--- src/rtl/mem_req_sender_pkg.sv ---
// ---------------------------------------------------------------------------
// mem_req_sender_pkg
//   Shared memory-request definitions used by the request sender and the
//   downstream memory queue: request/line geometry, op encodings, legal
//   address window, sender FSM states and a request legality helper.
// ---------------------------------------------------------------------------
package mem_req_sender_pkg;

  // Request / line geometry
  localparam int MEM_REQUEST_SIZE   = 38;   // queue request word width
  localparam int MEM_ADDR_WIDTH     = 32;   // address width
  localparam int MEM_DATA_WIDTH     = 128;  // cache line width
  localparam int MEM_CYCLE_NUM_DATA = 4;    // data beats per line

  // Legal address window (inclusive on both ends)
  localparam logic [MEM_ADDR_WIDTH-1:0] MEM_BOUNDARY_UP  = 32'h0000_1FFF;
  localparam logic [MEM_ADDR_WIDTH-1:0] MEM_BOUNDARY_LOW = 32'h0000_0000;

  // Op encodings shared with the queue
  localparam logic [1:0] OP_RD      = 2'b00;
  localparam logic [1:0] OP_WR      = 2'b01;
  localparam logic [1:0] OP_PWB     = 2'b10;
  localparam logic [1:0] OP_ILLEGAL = 2'b11;

  // Sender FSM states
  typedef enum logic [1:0] {
    ST_IDLE = 2'd0,
    ST_HDR  = 2'd1,
    ST_BEAT = 2'd2,
    ST_GAP  = 2'd3
  } sender_state_e;

  // A request is legal when its op is defined and its address lies inside
  // [lo, hi]. The bounds are passed in so that a zero lower bound does not
  // turn the comparison into a constant expression.
  function automatic logic req_is_legal(
    input logic [1:0]                op,
    input logic [MEM_ADDR_WIDTH-1:0] addr,
    input logic [MEM_ADDR_WIDTH-1:0] lo,
    input logic [MEM_ADDR_WIDTH-1:0] hi
  );
    return (op != OP_ILLEGAL) && (addr >= lo) && (addr <= hi);
  endfunction

endpackage

--- src/rtl/mem_req_sender.sv ---
// ---------------------------------------------------------------------------
// mem_req_sender
//   Takes one cache-side request at a time and serialises it into the memory
//   queue: a header word, then (for WR/PWB) CYCLE_NUM_DATA data beats on
//   consecutive cycles, then one idle GAP cycle. Illegal requests (bad op or
//   address outside the legal window) are rejected with an error pulse.
//
// Ports
//   clk        in   rising-edge clock
//   rst        in   synchronous active-high reset (shared with the queue)
//   req_valid  in   cache side offers a request
//   req_ready  out  sender accepts a request this cycle (state == IDLE)
//   req_op     in   RD=00, WR=01, PWB=10, 11 illegal
//   req_addr   in   request address
//   req_data   in   line data (WR/PWB only)
//   q_full     in   queue full; only stalls the header
//   q_push_en  out  push strobe to the queue
//   q_op       out  op presented to the queue (00 whenever not pushing)
//   q_buf      out  header {pad, op, addr} or beat {pad, op, word}
//   sent_valid out  one-cycle pulse when a request is fully transmitted
//   err_valid  out  one-cycle pulse when a request is rejected
//   err_addr   out  address of the last rejected request
// ---------------------------------------------------------------------------
module mem_req_sender
  import mem_req_sender_pkg::*;
#(
  parameter int                    REQUEST_SIZE   = MEM_REQUEST_SIZE,
  parameter int                    ADDR_WIDTH     = MEM_ADDR_WIDTH,
  parameter int                    DATA_WIDTH     = MEM_DATA_WIDTH,
  parameter int                    CYCLE_NUM_DATA = MEM_CYCLE_NUM_DATA,
  parameter logic [ADDR_WIDTH-1:0] BOUNDARY_UP    = MEM_BOUNDARY_UP,
  parameter logic [ADDR_WIDTH-1:0] BOUNDARY_LOW   = MEM_BOUNDARY_LOW
) (
  input  logic                    clk,
  input  logic                    rst,
  input  logic                    req_valid,
  output logic                    req_ready,
  input  logic [1:0]              req_op,
  input  logic [ADDR_WIDTH-1:0]   req_addr,
  input  logic [DATA_WIDTH-1:0]   req_data,
  input  logic                    q_full,
  output logic                    q_push_en,
  output logic [1:0]              q_op,
  output logic [REQUEST_SIZE-1:0] q_buf,
  output logic                    sent_valid,
  output logic                    err_valid,
  output logic [ADDR_WIDTH-1:0]   err_addr
);

  localparam int WORD_W  = DATA_WIDTH / CYCLE_NUM_DATA;
  localparam int CNT_W   = $clog2(CYCLE_NUM_DATA);
  localparam int HDR_PAD = REQUEST_SIZE - 2 - ADDR_WIDTH;
  localparam int BEAT_PAD = REQUEST_SIZE - 2 - WORD_W;
  localparam logic [CNT_W-1:0] LAST_BEAT = CNT_W'(CYCLE_NUM_DATA - 1);

  sender_state_e          state_q;
  logic [CNT_W-1:0]       beat_cnt_q;
  logic [1:0]             op_q;
  logic [ADDR_WIDTH-1:0]  addr_q;
  logic [DATA_WIDTH-1:0]  data_q;
  logic                   sent_valid_q;
  logic                   err_valid_q;
  logic [ADDR_WIDTH-1:0]  err_addr_q;

  logic                   accept;
  logic                   legal;

  // Beat words, most-significant word first: beat 0 carries data[127:96].
  logic [WORD_W-1:0]      words [CYCLE_NUM_DATA];
  logic [WORD_W-1:0]      beat_word;

  genvar gi;
  generate
    for (gi = 0; gi < CYCLE_NUM_DATA; gi++) begin : g_words
      assign words[gi] = data_q[DATA_WIDTH-1-gi*WORD_W -: WORD_W];
    end
  endgenerate

  assign beat_word = words[beat_cnt_q];

  assign req_ready = (state_q == ST_IDLE);
  assign accept    = req_valid && req_ready;
  assign legal     = req_is_legal(req_op, req_addr, BOUNDARY_LOW, BOUNDARY_UP);

  // Main FSM. Captured op/addr/data only load while IDLE, so changes on the
  // request inputs during a burst cannot corrupt the words being sent.
  always_ff @(posedge clk) begin
    if (rst) begin
      state_q      <= ST_IDLE;
      beat_cnt_q   <= '0;
      op_q         <= OP_RD;
      addr_q       <= '0;
      data_q       <= '0;
      sent_valid_q <= 1'b0;
      err_valid_q  <= 1'b0;
      err_addr_q   <= '0;
    end else begin
      sent_valid_q <= 1'b0;
      err_valid_q  <= 1'b0;
      case (state_q)
        ST_IDLE: begin
          if (accept) begin
            op_q   <= req_op;
            addr_q <= req_addr;
            data_q <= req_data;
            if (legal) begin
              state_q <= ST_HDR;
            end else begin
              err_valid_q <= 1'b1;
              err_addr_q  <= req_addr;
            end
          end
        end
        ST_HDR: begin
          // Header only leaves when the queue can take it; stall is unbounded.
          if (!q_full) begin
            if (op_q == OP_RD) begin
              state_q      <= ST_IDLE;
              sent_valid_q <= 1'b1;
            end else begin
              state_q    <= ST_BEAT;
              beat_cnt_q <= '0;
            end
          end
        end
        ST_BEAT: begin
          // The queue counts beats by cycle, so q_full is not consulted here.
          beat_cnt_q <= beat_cnt_q + 1'b1;
          if (beat_cnt_q == LAST_BEAT) begin
            state_q <= ST_GAP;
          end
        end
        ST_GAP: begin
          // One dead cycle lets the queue's data counter return to zero.
          state_q      <= ST_IDLE;
          sent_valid_q <= 1'b1;
        end
        default: state_q <= ST_IDLE;
      endcase
    end
  end

  // Queue-side outputs follow the state directly so the header goes out the
  // cycle after acceptance and reacts to q_full in the same cycle. Outside a
  // push, q_op is forced to 00 so the queue never sees a stray WR/PWB.
  always_comb begin
    q_push_en = 1'b0;
    q_op      = OP_RD;
    q_buf     = '0;
    case (state_q)
      ST_HDR: begin
        if (!q_full) begin
          q_push_en = 1'b1;
          q_op      = op_q;
          q_buf     = {{HDR_PAD{1'b0}}, op_q, addr_q};
        end
      end
      ST_BEAT: begin
        q_push_en = 1'b1;
        q_op      = op_q;
        q_buf     = {{BEAT_PAD{1'b0}}, op_q, beat_word};
      end
      default: begin
        q_push_en = 1'b0;
        q_op      = OP_RD;
        q_buf     = '0;
      end
    endcase
  end

  assign sent_valid = sent_valid_q;
  assign err_valid  = err_valid_q;
  assign err_addr   = err_addr_q;

endmodule

--- config.mk ---
export PLATFORM = sky130hd
export DESIGN_NAME = mem_req_sender
export DESIGN_NICKNAME = d
export VERILOG_FILES = /design/src/rtl/mem_req_sender_pkg.sv /design/src/rtl/mem_req_sender.sv
export SDC_FILE = /design/constraint.sdc
export NUM_CORES = 1
export LEC_CHECK = 0
export BUFFER_PORTS_ARGS = -buffer_cell sky130_fd_sc_hd__buf_2
export CAP_MARGIN = 10
export CORE_ASPECT_RATIO = 0.75
export CORE_UTILIZATION = 47
export DETAILED_ROUTE_END_ITERATION = 8
export GPL_TIMING_DRIVEN = 1
export PLACE_DENSITY = 0.81
export SYNTH_ARGS = -nofsm -noshare
export SYNTH_HDL_FRONTEND = slang
export SYNTH_SLANG_ARGS = --single-unit
--- constraint.sdc ---
create_clock -name clk -period 1.58 [get_ports clk]
set_clock_uncertainty 0.1 [all_clocks]
set_input_delay 0.079 -clock clk [delete_from_list [all_inputs] [get_ports clk]]
set_output_delay 0.079 -clock clk [all_outputs]
set_load 0.01 [all_outputs]
==> metrics.cfg <==
[cts]
clockBufferDepth = 2
clk_latency_ns = 0.44
clk_pin_slew_worst_paths_ns = 0.08
ctsHtreeMaxLevel = 4
cts_tree = done
cts_inserted_buffers = 17
clkSinkCount = 200
clockRootBuffer = clkbuf_16

[pwr]
cellPowerDensity_nw_per_um2 = 800
leakage_nw = 6.76
ir_worst_vdd_mv = 0.835

[logic_synthesis]
synth_seq_cells = 200
yosysSeqAreaShare_pct = 48.1
netlist_area_um2 = 8320
syn_inst = 979
syn_avg_cell_area_um2 = 8.50
synthDistinctLibCells = 33
yosys_warnings = 0

[placement]
io_buffers = 237
place_hpwl_um = 18000
dpl_cell_area_um2 = 9940
routabilityCongestion = 0.842

[critical_path]
worst_path_max_delay_cell = mux4_2
critPathBufInv = 2
slowest_delay_ns = 0.55
criticalPathCategory = register to output pin
r2r-start = state_q[0]
crit_required_ns = 1.40
r2r_end = data_q[33]
cpLargestDelayFamily = multiplexers
cp-start-kind = register
critPathMaxFanout = 10
cp-end-kind = output pin
path_cells = buf_12 > mux4_2 > a22oi_2 > nor2b_1 > buf_2
ff2ff_setup_slack_ns = -0.59
arrival_ns = 2.26
r2r_cells = 8

[detailed_routing]
drtIter0Drc = 1808
drc = 0
num_vias = 11250
ant_nets = 0
firstDrtPassIters = 6
drt_wl_total_um = 51600
wl_per_cell_um = 30.6
viasPerCell = 6.67

[layout]
area_growth_pct = 90.5
nets = 1602
final_area_um2 = 15800
mostFrequentLayoutCells = 231 x buf_2, 196 x dfxtp_1, 163 x dlygate4sd3_1
final_common_cell = buf_2
drive_above_1_share_pct = 57.3

[sta]
fin_crit_ns = 2.44
fin_ws_ns = -0.856
hold_ws_ns = 0.132
rsz0062_at_grt = yes
setup_viol = 237
drv_slew = 0
max_freq_ghz = 0.410
worst_pin_slew_ns = 0.618
finalHoldViolations = 0
setup_tns_ns = -55.75
fin_crit_sh_pct = 154
relSlewSlack_pct = 58.8

[global_routing]
grtUsageTotal_pct = 33.4
grt_pass1_vias = 8466
grtUsageMet3_pct = 6.81
grt_overflow = 0
grt_pass1_wl_um = 45800
grt_antenna_before_repair = 7
met1_usage_pct = 44.3
grt_max_degree = 69
use_met2_pct = 52.8
grt_busiest_layer = met2

[min_path]
min_path_type = input port to register
hold-path-endpoint = beat_cnt_q[0]
holdPathStages = 4
holdCritStartpoint = q_full

[outcome]
failed_checks = setup timing
status = finished, violations left

[floorplanning]
coreArea_um2 = 17100
io_pins = 242
initial_utilization_pct = 48.7
fp.dieW_um = 156
die_area_um2 = 18200
die_y_um = 117
rows = 41

[flow_run]
drv_cap = 0

==> metrics by stage <==
stage	setup slack [ns]	util [%]	total power, mW	instances
floorplan	-0.00473	-	6.13	982
global route	-0.856	92.7	12.9	1682
finish	-0.856	92.7	12.7	1686
detailed placement	-0.165	58.2	6.67	1406
CTS	-0.597	73.2	11.1	1611
global placement	-0.146	58.2	6.64	1406
==> synth_stat cells <==
cell / instances / area, um^2
nor2b_1: 33 / 206
o21ai_4: 1 / 16.3
and2_1: 3 / 18.8
nor4_2: 1 / 12.5
inv_1: 4 / 15.0
mux2i_1: 14 / 140
mux4_2: 32 / 721
a211oi_1: 1 / 7.51
clkbuf_1: 52 / 195
buf_4: 8 / 60.1
o21ai_0: 3 / 15.0
buf_6: 2 / 22.5
nand2b_1: 2 / 12.5
buf_1: 9 / 33.8
nor4_1: 2 / 12.5
buf_12: 1 / 20.0
dfxtp_1: 200 / 4000
nand4_2: 1 / 12.5
nor3_1: 3 / 15.0
a22oi_1: 32 / 240
ha_1: 5 / 62.6
a32oi_1: 1 / 8.76
nor2_1: 18 / 67.6
conb_1: 1 / 3.75
a21oi_2: 9 / 78.8
a21oi_1: 176 / 881
nor4_4: 1 / 21.3
nand2_1: 340 / 1280
buf_2: 12 / 60.1
nand2_2: 9 / 56.3
o211ai_1: 1 / 7.51
nand3b_1: 1 / 7.51
or3_1: 1 / 6.26
==> repair_timing <==
action,CTS,global route
endpoints found under the setup margin,67,225
gates resized for setup,47,561
gates cloned,5,47
endpoints found under the hold margin,195,0
setup buffers,5,27
pin swaps,4,227
hold buffers,163,0
==> flip-flops by register name, summed over array words and instances, names as in the netlist, named ones only <==
| register | cells |
|---|---|
| addr_q | 32 |
| state_q | 1 |
| err_valid | 1 |
| sent_valid | 1 |
| data_q | 128 |
| op_q | 2 |
| err_addr | 32 |
| beat_cnt_q | 2 |
==> power by group <==
part           total (mW)  internal [mW]  switching, mW  leakage, nW
clock network        4.40           2.11           2.29        0.269
logic                2.67           1.28           1.39         4.84
registers            5.60           5.31          0.291         1.65
total                12.7           8.69           3.97         6.76
==> final cells by class <==
cell class / instances / area, um^2
antenna: 6 / 15.0
clock buffer: 18 / 439
clock inverter: 14 / 118
fill: 455 / 1240
inverter: 4 / 17.5
multi-input combinational: 694 / 5990
sequential: 200 / 4010
tap: 236 / 295
timing repair buffer: 514 / 4960
==> how the worst max path moves through the flow <==
stage                     slack, ns     startpoint        end  cells after the start
after global routing          -0.86  beat_cnt_q[1]  q_buf[29]                      5
after CTS                     -0.60  beat_cnt_q[1]  q_buf[18]                      5
final                         -0.86  beat_cnt_q[1]  q_buf[29]                      5
after global placement        -0.15  beat_cnt_q[1]  q_buf[19]                      5
after floorplan              -0.005     state_q[0]  q_buf[11]                      6
after detailed placement      -0.16  beat_cnt_q[1]  q_buf[18]                      5
==> worst register-to-register path: stages, from the launching register on <==
cell	delay (ns)
dfxtp_4	0.37
inv_2	0.14
ha_4	0.17
and2_4	0.23
buf_6	0.14
clkbuf_16	0.19
clkbuf_16	0.20
nand2_4	0.05
a21oi_2	0.42
==> logic make-up after synthesis <==
kind of cell             Yosys count  share of synthesized area (%)
AND/OR/NAND/NOR                  415                           20.7
AO/OA/AOI/OAI                    224                           15.1
flip-flops                       200                           48.1
buffers and inverters             88                           4.89
multiplexers                      46                           10.3
adder cells (fa/ha/maj)            5                          0.752
other                              1                         0.0451
==> routing by layer <==
layer	wire length, um	up-vias	part of all wire [%]
met5	410	-	0.80
met4	5130	18	9.9
met3	8080	539	16
met2	21300	1356	41
met1	16600	5132	32
li1	-	4205	-
No activity file was read; power rests on OpenSTA's default activity.
